`config.mk`:
```
export PLATFORM = sky130hd
export DESIGN_NAME = sad_min_tracker
export DESIGN_NICKNAME = d
export VERILOG_FILES = /design/src/rtl/fsbm_pkg.sv /design/src/rtl/sad_pos_counter.sv /design/src/rtl/sad_min_tracker.sv
export SDC_FILE = /design/constraint.sdc
export NUM_CORES = 1
export LEC_CHECK = 0
export BUFFER_PORTS_ARGS = -buffer_cell sky130_fd_sc_hd__buf_2
export CAP_MARGIN = 40
export CORE_MARGIN = 2
export CORE_UTILIZATION = 55
export CTS_BUF_LIST = sky130_fd_sc_hd__clkbuf_8
export DETAILED_ROUTE_END_ITERATION = 10
export MAX_ROUTING_LAYER = met4
export PLACE_DENSITY = 0.8
export SYNTH_ARGS = -nofsm -noshare
export SYNTH_HDL_FRONTEND = slang
export SYNTH_SLANG_ARGS = --single-unit
```
`constraint.sdc`:
```
create_clock -name clk -period 3.09 [get_ports clk]
set_input_delay 0.618 -clock clk [delete_from_list [all_inputs] [get_ports clk]]
set_output_delay 0.618 -clock clk [all_outputs]
set_load 0.05 [all_outputs]
```
`src/rtl/fsbm_pkg.sv`:
```
// Shared types for the full-search block-matching datapath.
// SAD width, tracker FSM states and the motion-vector component type.
package fsbm_pkg;

    localparam int SAD_W    = 12;
    localparam int MV_W_DEF = 5;

    typedef enum logic [1:0] {
        IDLE   = 2'd0,
        SEARCH = 2'd1,
        DONE   = 2'd2
    } state_e;

    typedef logic signed [MV_W_DEF-1:0] mv_t;

endpackage

```
`src/rtl/sad_pos_counter.sv`:
```
// Raster-order x/y candidate position counters, -SR..+SR per axis.
// x runs fastest; last_o marks the (+SR,+SR) corner.
module sad_pos_counter #(
    parameter int SR   = 7,
    parameter int MV_W = 5
) (
    input  logic                   clk,
    input  logic                   rst_n,
    input  logic                   load_i,
    input  logic                   adv_i,
    output logic signed [MV_W-1:0] x_o,
    output logic signed [MV_W-1:0] y_o,
    output logic                   last_o
);

    localparam logic signed [MV_W-1:0] POS = MV_W'(SR);
    localparam logic signed [MV_W-1:0] NEG = -POS;

    logic signed [MV_W-1:0] x_q, x_d;
    logic signed [MV_W-1:0] y_q, y_d;

    // Next position: reload on start, step in raster order on each accept.
    always_comb begin
        x_d = x_q;
        y_d = y_q;
        if (load_i) begin
            x_d = NEG;
            y_d = NEG;
        end else if (adv_i) begin
            if (x_q == POS) begin
                x_d = NEG;
                y_d = y_q + MV_W'(1);
            end else begin
                x_d = x_q + MV_W'(1);
            end
        end
    end

    // Position registers.
    always_ff @(posedge clk or negedge rst_n) begin
        if (!rst_n) begin
            x_q <= '0;
            y_q <= '0;
        end else begin
            x_q <= x_d;
            y_q <= y_d;
        end
    end

    assign x_o    = x_q;
    assign y_o    = y_q;
    assign last_o = (x_q == POS) && (y_q == POS);

endmodule

```
`src/rtl/sad_min_tracker.sv`:
```
// Tracks the minimum SAD over a (2*SR+1)^2 full search and its offset.
// Optional SAD_EARLY_TERM_EN: a zero SAD ends the search at once.
module sad_min_tracker
    import fsbm_pkg::*;
#(
    parameter int SR   = 7,
    parameter int MV_W = 5
) (
    input  logic                   clk,
    input  logic                   rst_n,
    input  logic                   start,
    input  logic                   sad_valid,
    input  logic [SAD_W-1:0]       sad,
    output logic                   busy,
    output logic                   done,
    output logic [SAD_W-1:0]       best_sad,
    output logic signed [MV_W-1:0] best_mvx,
    output logic signed [MV_W-1:0] best_mvy
);

    state_e                 state_q;
    logic                   busy_q;
    logic                   done_q;
    logic                   first_q;
    logic [SAD_W-1:0]       min_sad_q;
    logic signed [MV_W-1:0] min_x_q;
    logic signed [MV_W-1:0] min_y_q;
    logic [SAD_W-1:0]       best_sad_q;
    logic signed [MV_W-1:0] best_x_q;
    logic signed [MV_W-1:0] best_y_q;

    logic                   launch;
    logic                   accept;
    logic                   take;
    logic                   zero_hit;
    logic                   finish;
    logic                   pos_last;
    logic signed [MV_W-1:0] pos_x;
    logic signed [MV_W-1:0] pos_y;
    logic [SAD_W-1:0]       min_sad_d;
    logic signed [MV_W-1:0] min_x_d;
    logic signed [MV_W-1:0] min_y_d;

    assign launch = (state_q == IDLE) && start;
    assign accept = (state_q == SEARCH) && sad_valid;
    assign take   = accept && (first_q || (sad < min_sad_q));

`ifdef SAD_EARLY_TERM_EN
    assign zero_hit = accept && (sad == '0);
`else
    assign zero_hit = 1'b0;
`endif

    assign finish = (accept && pos_last) || zero_hit;

    sad_pos_counter #(
        .SR   (SR),
        .MV_W (MV_W)
    ) u_pos (
        .clk    (clk),
        .rst_n  (rst_n),
        .load_i (launch),
        .adv_i  (accept),
        .x_o    (pos_x),
        .y_o    (pos_y),
        .last_o (pos_last)
    );

    // Running minimum including the candidate accepted this cycle.
    always_comb begin
        min_sad_d = min_sad_q;
        min_x_d   = min_x_q;
        min_y_d   = min_y_q;
        if (take) begin
            min_sad_d = sad;
            min_x_d   = pos_x;
            min_y_d   = pos_y;
        end
    end

    // Running-minimum registers; first accept loads unconditionally.
    always_ff @(posedge clk or negedge rst_n) begin
        if (!rst_n) begin
            first_q   <= 1'b0;
            min_sad_q <= '0;
            min_x_q   <= '0;
            min_y_q   <= '0;
        end else begin
            if (launch) begin
                first_q <= 1'b1;
            end else if (accept) begin
                first_q <= 1'b0;
            end
            min_sad_q <= min_sad_d;
            min_x_q   <= min_x_d;
            min_y_q   <= min_y_d;
        end
    end

    // Control FSM with registered busy/done and published result.
    always_ff @(posedge clk or negedge rst_n) begin
        if (!rst_n) begin
            state_q    <= IDLE;
            busy_q     <= 1'b0;
            done_q     <= 1'b0;
            best_sad_q <= '1;
            best_x_q   <= '0;
            best_y_q   <= '0;
        end else begin
            done_q <= 1'b0;
            unique case (state_q)
                IDLE: begin
                    if (start) begin
                        state_q <= SEARCH;
                        busy_q  <= 1'b1;
                    end
                end
                SEARCH: begin
                    if (finish) begin
                        state_q    <= DONE;
                        busy_q     <= 1'b0;
                        done_q     <= 1'b1;
                        best_sad_q <= min_sad_d;
                        best_x_q   <= min_x_d;
                        best_y_q   <= min_y_d;
                    end
                end
                DONE: begin
                    state_q <= IDLE;
                end
                default: begin
                    state_q <= IDLE;
                    busy_q  <= 1'b0;
                end
            endcase
        end
    end

    assign busy     = busy_q;
    assign done     = done_q;
    assign best_sad = best_sad_q;
    assign best_mvx = best_x_q;
    assign best_mvy = best_y_q;

endmodule

```
==> impl_metrics.csv, run 1 <==
group,metric,value,unit
power,peakVddDrop,382.3,uV
synth,syn_area,2970,sq um
sta,fmax,0.4156,GHz
outcome,status,"complete, no violations",
die,initial_core_util,0.5743,
die,die_x,77.49,um
clocking,clockRootBuffer,"clkbuf_8",
synth,synth_warnings,0,
critical_path,path_class,"register to register",
layout,syn2layout_area_growth,15.42,%
sta,fin_tns_setup,0,ns
global_route,antenna_found_initial,0,
global_route,grtUsageTotal,0.2223,
clocking,hold_buffers,0,
sta,fin_crit,2.406,ns
synth,synth-edff-count,0,
sta,slew_headroom,0.5065,
synth,yosysSeqAreaShare,0.5021,
critical_path,endpoint_kind,"register",
clocking,insertion_delay,0.35,ns
critical_path,cpPeakStageDelay,0.37,ns
synth,synth.area.top_cells,"dfrtp_1 40%, dfstp_2 11%, mux2_2 8.7%",
sta,period_share,0.7787,
die,dieArea,6005,sq um
clocking,cts_setup_buffers,0,
clocking,cts_tree,"yes",
placement,place_hpwl,3920,um
route,routed_wl,5922,um
synth,synth_compound_area_frac,0.1516,
clocking,cts_resized,0,
synth,synth_area_leader_cell,"dfrtp_1",
synth,synth_top_family_by_area,"compound AO/OA/AOI/OAI gates",
global_route,use_met2,0.3270,
global_route,grt_pass1_wl,9970,um
sta,setup_viol,0,
synth,avgSynthCellArea,10.92,sq um
global_route,grt.met3_usage,0.07907,
global_route,grt_overflow,0,
sta,rsz0062_at_grt,"false",
route,drc,0,
synth,yosys.area_share.simple,0.1188,
synth,synthAdderAreaFrac,0.05476,
layout,final_common_cell,"nand2_1",
route,ant_nets,0,
sta,drv_slew,0,
global_route,top_usage_layer,"met2",
global_route,use_met1,0.2786,
critical_path,path_buf_inv,2,
die,rows,26,
hold_path,hold_path.class,"primary input to asynchronous set/reset pin",
layout,n_antenna_cell,0,
power,p_per_area,787.1,nW/um^2
synth,synth_nets,301,
clocking,htree_levels,3,
critical_path,cp_max_fo,21,
route,vias,2181,
synth,yosys_most_used_dff,"dfrtp_1",
clocking,cts_inserted_buffers,9,
sta,fin_skew,0.007695,ns
synth,synth_xor_area_frac,0.01769,
power,totalPowerFinal,2698,uW
sta,final_hold_viol_count,0,
synth,synthMuxAreaShare,0.09056,
synth,ys_types,42,
placement,port_buffers,39,
power,p_leak,0.001607,uW
critical_path,rrSetupSlack,0.68,ns
clocking,numClockSinks,59,
critical_path,required,3.32,ns
critical_path,slowest_stage,"dfrtp_1",
layout,drive_gt1_frac,0.3312,
die,floorplan.die.height,77.49,um
route,drtIter0Drc,107,
die,ioPinCount,40,
synth,syn_inst,272,
layout,nNetsFinal,341,
sta,worstMarginPinSlew,0.7402,ns
route,wl_per_cell,15.30,um
global_route,grt_max_degree,60,
placement,gp_congestion,0.7996,
layout,final_cell_mix,"48 x nand2_1, 47 x dfrtp_1, 39 x buf_2",
route,first_pass_iters,4,
job,drv_cap,0,
synth,ys_ff_latch,59,
route,vias_per_cell,5.636,
global_route,grt_pass1_vias,2072,
die,coreArea,5172,sq um
synth,ys_async_sr_fraction,1.000,
critical_path,crit_path_cell_trace,"inv_1, ha_1, a211o_1, a31oi_1, o311a_1, o21a_1, buf_4, mux2_2",
clocking,path_clk_slew,0.07,ns
critical_path,start_kind,"register",
clocking,clock_path_buffers,2,
critical_path,cp.arrival,2.64,ns
synth,synth_top_area_frac,0.3960,
critical_path,cpLargestDelayFamily,"compound AO/OA/AOI/OAI gates",
==> Yosys cell counts (5+ instances only) <==
master / number
o211ai_1: 12
nand2_1: 48
clkbuf_1: 5
mux2_2: 23
dfrtp_1: 47
ha_1: 13
buf_2: 5
nor2_1: 12
a21oi_1: 6
o2111ai_1: 16
inv_1: 19
dfstp_2: 12
==> power by group <==
| part | internal [uW] | switching, uW |
|---|---|---|
| sequential | 961 | 171 |
| clock | 493 | 308 |
| combinational | 366 | 399 |
| total | 1820 | 878 |
==> per-stage QoR <==
step | setup slack, ns | area [sq um] | util | std cells | hold slack (ns)
2_1_floorplan | 0.5858 | 2970 | - | 272 | 0.3224
4_1_cts | 0.6824 | 3428 | 0.6628 | 387 | 0.4437
6_report | 0.6837 | 3428 | 0.6628 | 387 | 0.4155
3_5_place_dp | 0.3474 | 3202 | 0.6190 | 371 | 0.4733
3_3_place_gp | 0.4033 | 3202 | 0.6190 | 371 | 0.4578
5_1_grt | 0.5223 | 3428 | 0.6628 | 387 | 0.4791
==> cells by family (layout without fill, tap and decap cells) <==
family / Yosys count / in the layout
and+or+nand+nor: 77 / 77
DFF: 59 / 59
xor gates and xnor gates: 6 / 6
muxes: 24 / 24
buffers and inverters: 37 / 82
adders and majority gates: 13 / 13
AOI/OAI and AO/OA: 56 / 56
==> path summary, 6_finish.rpt <==
path	start	endpoint	depth (start not counted)
setup / recovery	min_sad_q[2]	min_sad_q[5]	8
hold reg to reg	best_mvx[3]	best_mvx[3]	2
min in group clk	best_mvx[3]	best_mvx[3]	2
hold / removal	rst_n	state_q[1]	2
max in group asynchronous	rst_n	min_x_q[2]	2
setup reg to reg	min_sad_q[2]	min_sad_q[5]	8
==> flip-flops by register name (all words and copies together), names as in the netlist <==
signal / cells
best_sad: 12
min_sad_q: 12
best_mvx: 5
best_mvy: 5
min_x_q: 5
min_y_q: 5
u_pos.x_o: 5
u_pos.y_o: 5
state_q: 2
busy: 1
done: 1
first_q: 1
==> routing by layer <==
metal | part of all wire | wire length [um]
met5 | 0 | 0
met3 | 0.053 | 314
met1 | 0.47 | 2777
met2 | 0.46 | 2708
met4 | 0.021 | 122
==> layout make-up <==
type / instances / area [sq um]
fillers: 404 / 1744
multi-input cells: 176 / 1287
well taps: 70 / 87.58
inverters: 20 / 87.58
flip-flops and latches: 59 / 1491
clock inverters: 5 / 75.07
repair buffers: 46 / 247.7
clock buffers: 11 / 151.4
Note: power is estimated with default switching activity, not from simulation.
==> inputs of run 2 (changes only) <==
==> constraint.sdc (replaced) <==
create_clock -name clk -period 2.26 [get_ports clk]
set_input_delay 0.452 -clock clk [delete_from_list [all_inputs] [get_ports clk]]
set_output_delay 0.452 -clock clk [all_outputs]
set_load 0.05 [all_outputs]
==> impl_metrics.csv, run 2 (synthesis gave the netlist of run 1 again) <==
group,metric,value,unit
die,coreArea,5172,sq um
die,die_x,77.49,um
power,p_leak,0.001702,uW
critical_path,regToRegStartpoint,"min_sad_q[6]",
sta,period_share,0.9774,
layout,fillers,352,
placement,place_hpwl,4192,um
critical_path,startpoint,"min_sad_q[6]",
clocking,cts_tree,"yes",
global_route,use_met1,0.3153,
route,drc,0,
global_route,grt.met3_usage,0.05698,
sta,fin_skew,0.01164,ns
sta,worstMarginPinSlew,0.6189,ns
sta,slew_headroom,0.5874,
sta,drv_slew,0,
sta,rsz0062_at_grt,"true",
die,initial_core_util,0.5743,
global_route,grtUsageTotal,0.2378,
layout,n_antenna_cell,0,
power,totalPowerFinal,3842,uW
global_route,grt_overflow,0,
route,drtIter0Drc,218,
sta,fin_crit,2.209,ns
global_route,use_met2,0.3504,
layout,ff_latch_area,1491,sq um
clocking,hold_buffers,0,
clocking,htree_levels,3,
critical_path,start_kind,"register",
route,ant_nets,0,
clocking,clockRootBuffer,"clkbuf_8",
critical_path,reg2reg_depth,9,
layout,stdcell_area,3628,sq um
layout,final_cells,406,
placement,port_buffers,39,
critical_path,cp_max_fo,6,
placement,placed_area,3324,sq um
route,first_pass_iters,4,
hold_path,hold_path.class,"primary input to asynchronous set/reset pin",
sta,fin_ws,0.05119,ns
critical_path,path_class,"register to register",
clocking,clock_path_buffers,2,
global_route,antenna_found_initial,0,
layout,nNetsFinal,360,
power,peakVddDrop,529.7,uV
layout,final_cell_mix,"48 x nand2_1, 47 x dfrtp_1, 39 x buf_2",
placement,place_inst,384,
sta,setup_viol,0,
layout,drive_gt1_frac,0.3839,
clocking,cts_inserted_buffers,9,
outcome,status,"complete, no violations",
clocking,insertion_delay,0.35,ns
placement,pre_cts_slack,-0.1030,ns
route,vias,2285,
route,routed_wl,6584,um
clocking,numClockSinks,59,
power,p_per_area,1059,nW/um^2
critical_path,required,2.54,ns
layout,multi_input_area,1331,sq um
die,ioPinCount,40,
placement,gp_congestion,0.8327,
global_route,grt_max_degree,38,
layout,syn2layout_area_growth,22.16,%
die,dieArea,6005,sq um
critical_path,endpoint_kind,"register",
die,floorplan.die.height,77.49,um
die,rows,26,
global_route,grt_pass1_vias,2233,
sta,fmax,0.4527,GHz
layout,final_common_cell,"nand2_1",
job,drv_cap,0,
critical_path,cp.arrival,2.49,ns
critical_path,r2r_end,"best_sad[6]",
global_route,top_usage_layer,"met2",
global_route,grt_pass1_wl,10730,um
clocking,path_clk_slew,0.07,ns
route,vias_per_cell,5.628,
sta,final_hold_viol_count,0,
route,wl_per_cell,16.22,um
critical_path,rrSetupSlack,0.05,ns
[run 2: changes by cell type in the layout (fill, tap and decap cells not counted), moves of 2 or more]
cell,change
ha_4,+3
ha_1,-3
buf_4,+15
buf_12,+2
[run 2: worst max-delay path: stages (launching register included)]
cell	delay [ns]
dfrtp_1	0.38
inv_1	0.06
ha_1	0.30
nand4_1	0.11
o311a_1	0.41
o21a_2	0.29
clkbuf_16	0.17
buf_4	0.14
buf_4	0.14
o211ai_2	0.15
[run 2: area by class of cell]
cell class / instances / area share
inverter: 20 / 0.02414
clock buffer: 10 / 0.03793
clock inverter: 6 / 0.01552
sequential: 59 / 0.4110
multi-input combinational: 176 / 0.3669
timing repair buffer: 65 / 0.1203
tap: 70 / 0.02414
[run 2: worst max path at each step]
| stage | slack (ns) | endpoint | cells after the start |
|---|---|---|---|
| 2_1_floorplan | 0.004 | min_sad_q[10] | 8 |
| 3_3_place_gp | -0.03 | min_sad_q[5] | 8 |
| 3_5_place_dp | -0.10 | min_sad_q[7] | 8 |
| 4_1_cts | 0.06 | min_sad_q[7] | 8 |
| 5_1_grt | -0.04 | best_mvx[3] | 8 |
| 6_report | 0.05 | best_sad[6] | 9 |
[run 2: what timing repair did]
item | 4_1_cts | 5_1_grt
gates resized for setup | 0 | 7
setup buffers | 0 | 5
endpoints found under the setup margin | 0 | 18
[run 2: metrics by stage]
step           setup TNS [ns]  hold slack (ns)  utilization
3_3_place_gp          -0.3484           0.4575       0.6427
6_report                    0           0.1233       0.7015
4_1_cts                     0           0.1326       0.6802
5_1_grt               -0.2142           0.1584       0.7015
2_1_floorplan               0           0.1564            -
3_5_place_dp           -1.128           0.4606       0.6427
[run 2: power breakdown]
group          internal, uW  switching (uW)
logic                   704             643
registers              1310             238
clock network           529             415
total                  2550            1300
[run 2: routing by layer]
layer	wire length, um	up-vias
met5	0	-
met4	97	0
met3	327	10
met2	3057	89
met1	3101	1096
li1	-	1090
==> inputs of run 3 (changes only) <==
--- a/config.mk
+++ b/config.mk
@@ -9,7 +9,6 @@
 export CAP_MARGIN = 40
 export CORE_MARGIN = 2
 export CORE_UTILIZATION = 55
-export CTS_BUF_LIST = sky130_fd_sc_hd__clkbuf_8
 export DETAILED_ROUTE_END_ITERATION = 10
 export MAX_ROUTING_LAYER = met4
 export PLACE_DENSITY = 0.8
==> impl_metrics.csv, run 3 (synthesis gave the netlist of run 1 again) <==
group,metric,value,unit
critical_path,crit_path_cell_trace,"inv_1, ha_1, nand4_1, o311a_1, o21a_2, clkbuf_16, buf_4, buf_4, o211ai_2",
route,drtIter0Drc,218,
global_route,grt_overflow,0,
layout,final_common_cell,"nand2_1",
critical_path,required,2.54,ns
sta,rsz0062_at_grt,"true",
sta,setup_viol,0,
clocking,insertion_delay,0.35,ns
placement,placed_area,3324,sq um
die,rows,26,
die,floorplan.die.height,77.49,um
route,drc,0,
job,drv_cap,0,
global_route,grt_pass1_wl,10730,um
global_route,grtUsageTotal,0.2378,
layout,nNetsFinal,360,
sta,whs,0.1233,ns
die,die_x,77.49,um
clocking,clockRootBuffer,"clkbuf_8",
outcome,status,"complete, no violations",
die,coreArea,5172,sq um
clocking,clock_path_buffers,2,
critical_path,worst_path_most_repeated_cell,"buf_4",
die,initial_core_util,0.5743,
clocking,cts_tree,"yes",
route,wl_per_cell,16.23,um
layout,final_cell_mix,"48 x nand2_1, 47 x dfrtp_1, 39 x buf_2",
clocking,path_clk_slew,0.07,ns
layout,final_util,0.7015,
placement,place_hpwl,4192,um
placement,port_buffers,39,
critical_path,cp.arrival,2.49,ns
clocking,numClockSinks,59,
hold_path,hold_path.class,"primary input to asynchronous set/reset pin",
sta,period_share,0.9774,
sta,slew_headroom,0.5874,
global_route,grt_max_degree,38,
power,totalPowerFinal,3847,uW
critical_path,slowest_stage,"o311a_1",
clocking,htree_levels,3,
die,dieArea,6005,sq um
power,peakVddDrop,529.8,uV
route,vias,2286,
clocking,cts_inserted_buffers,9,
global_route,grt_pass1_vias,2233,
layout,stdcell_area,3628,sq um
die,ioPinCount,40,
layout,n_antenna_cell,0,
layout,drive_gt1_frac,0.3839,
route,routed_wl,6589,um
critical_path,cpPeakStageDelay,0.41,ns
route,vias_per_cell,5.631,
route,first_pass_iters,4,
sta,final_hold_viol_count,0,
sta,fin_crit,2.209,ns
critical_path,path_class,"register to register",
critical_path,startpoint,"min_sad_q[6]",
critical_path,regToRegStartpoint,"min_sad_q[6]",
critical_path,cp_max_fo,6,
global_route,antenna_found_initial,0,
sta,fin_tns_setup,0,ns
sta,fin_skew,0.01150,ns
layout,fillers,352,
critical_path,endpoint_kind,"register",
power,p_per_area,1060,nW/um^2
sta,fmax,0.4527,GHz
sta,drv_slew,0,
critical_path,start_kind,"register",
power,p_leak,0.001698,uW
layout,syn2layout_area_growth,22.16,%
placement,gp_congestion,0.8327,
route,ant_nets,0,
sta,worstMarginPinSlew,0.6189,ns
run 3: power by group:
group	internal [uW]	switching, uW
Clock	533	416
Combinational	704	644
Sequential	1310	238
run 3: path summary, 6_finish.rpt:
kind                       cells after the start  slack [ns]             to
max                                            9        0.05    best_sad[6]
min                                            1        0.12   u_pos.y_o[2]
max reg2reg                                    9        0.05    best_sad[6]
min reg2reg                                    2        0.48    best_mvx[4]
max in group asynchronous                      2        1.47    best_sad[7]
min in group clk                               2        0.38  min_sad_q[11]
run 3: per-layer routing:
layer / up-vias / track usage / wire, um
met5: - / - / 0
met4: 0 / 0.1054 / 97
met3: 10 / 0.05698 / 328
met2: 91 / 0.3504 / 3058
met1: 1095 / 0.3153 / 3105
li1: 1090 / - / -
run 3: what timing repair did:
item,4_1_cts,5_1_grt
resized for setup,0,7
setup buffers,0,5
hold buffers,0,0
setup endpoints to repair,0,18
run 3: area by class of cell:
class                           count  area, sq um  share of cell area
Clock buffer                       11        141.4             0.03897
Clock inverter                      5        52.55             0.01448
Tap cell                           70        87.58             0.02414
Sequential cell                    59         1491              0.4110
Inverter                           20        87.58             0.02414
Timing Repair Buffer               65        436.7              0.1203
Multi-Input combinational cell    176         1331              0.3669
run 3: worst max-delay path, delay by kind of cell (launching register included):
kind / cells / cell delay, ns
flip-flops: 1 / 0.38
adder cells (fa/ha/maj): 1 / 0.30
AO/OA/AOI/OAI: 3 / 0.85
buffers and inverters: 4 / 0.51
AND/OR/NAND/NOR: 1 / 0.11
run 3: metrics by stage:
| stage | instances | setup slack (ns) |
|---|---|---|
| after floorplan | 272 | 0.004274 |
| after global placement | 384 | -0.03119 |
| after detailed placement | 384 | -0.1030 |
| after CTS | 400 | 0.06463 |
| after global routing | 406 | -0.04447 |
| final | 406 | 0.05099 |
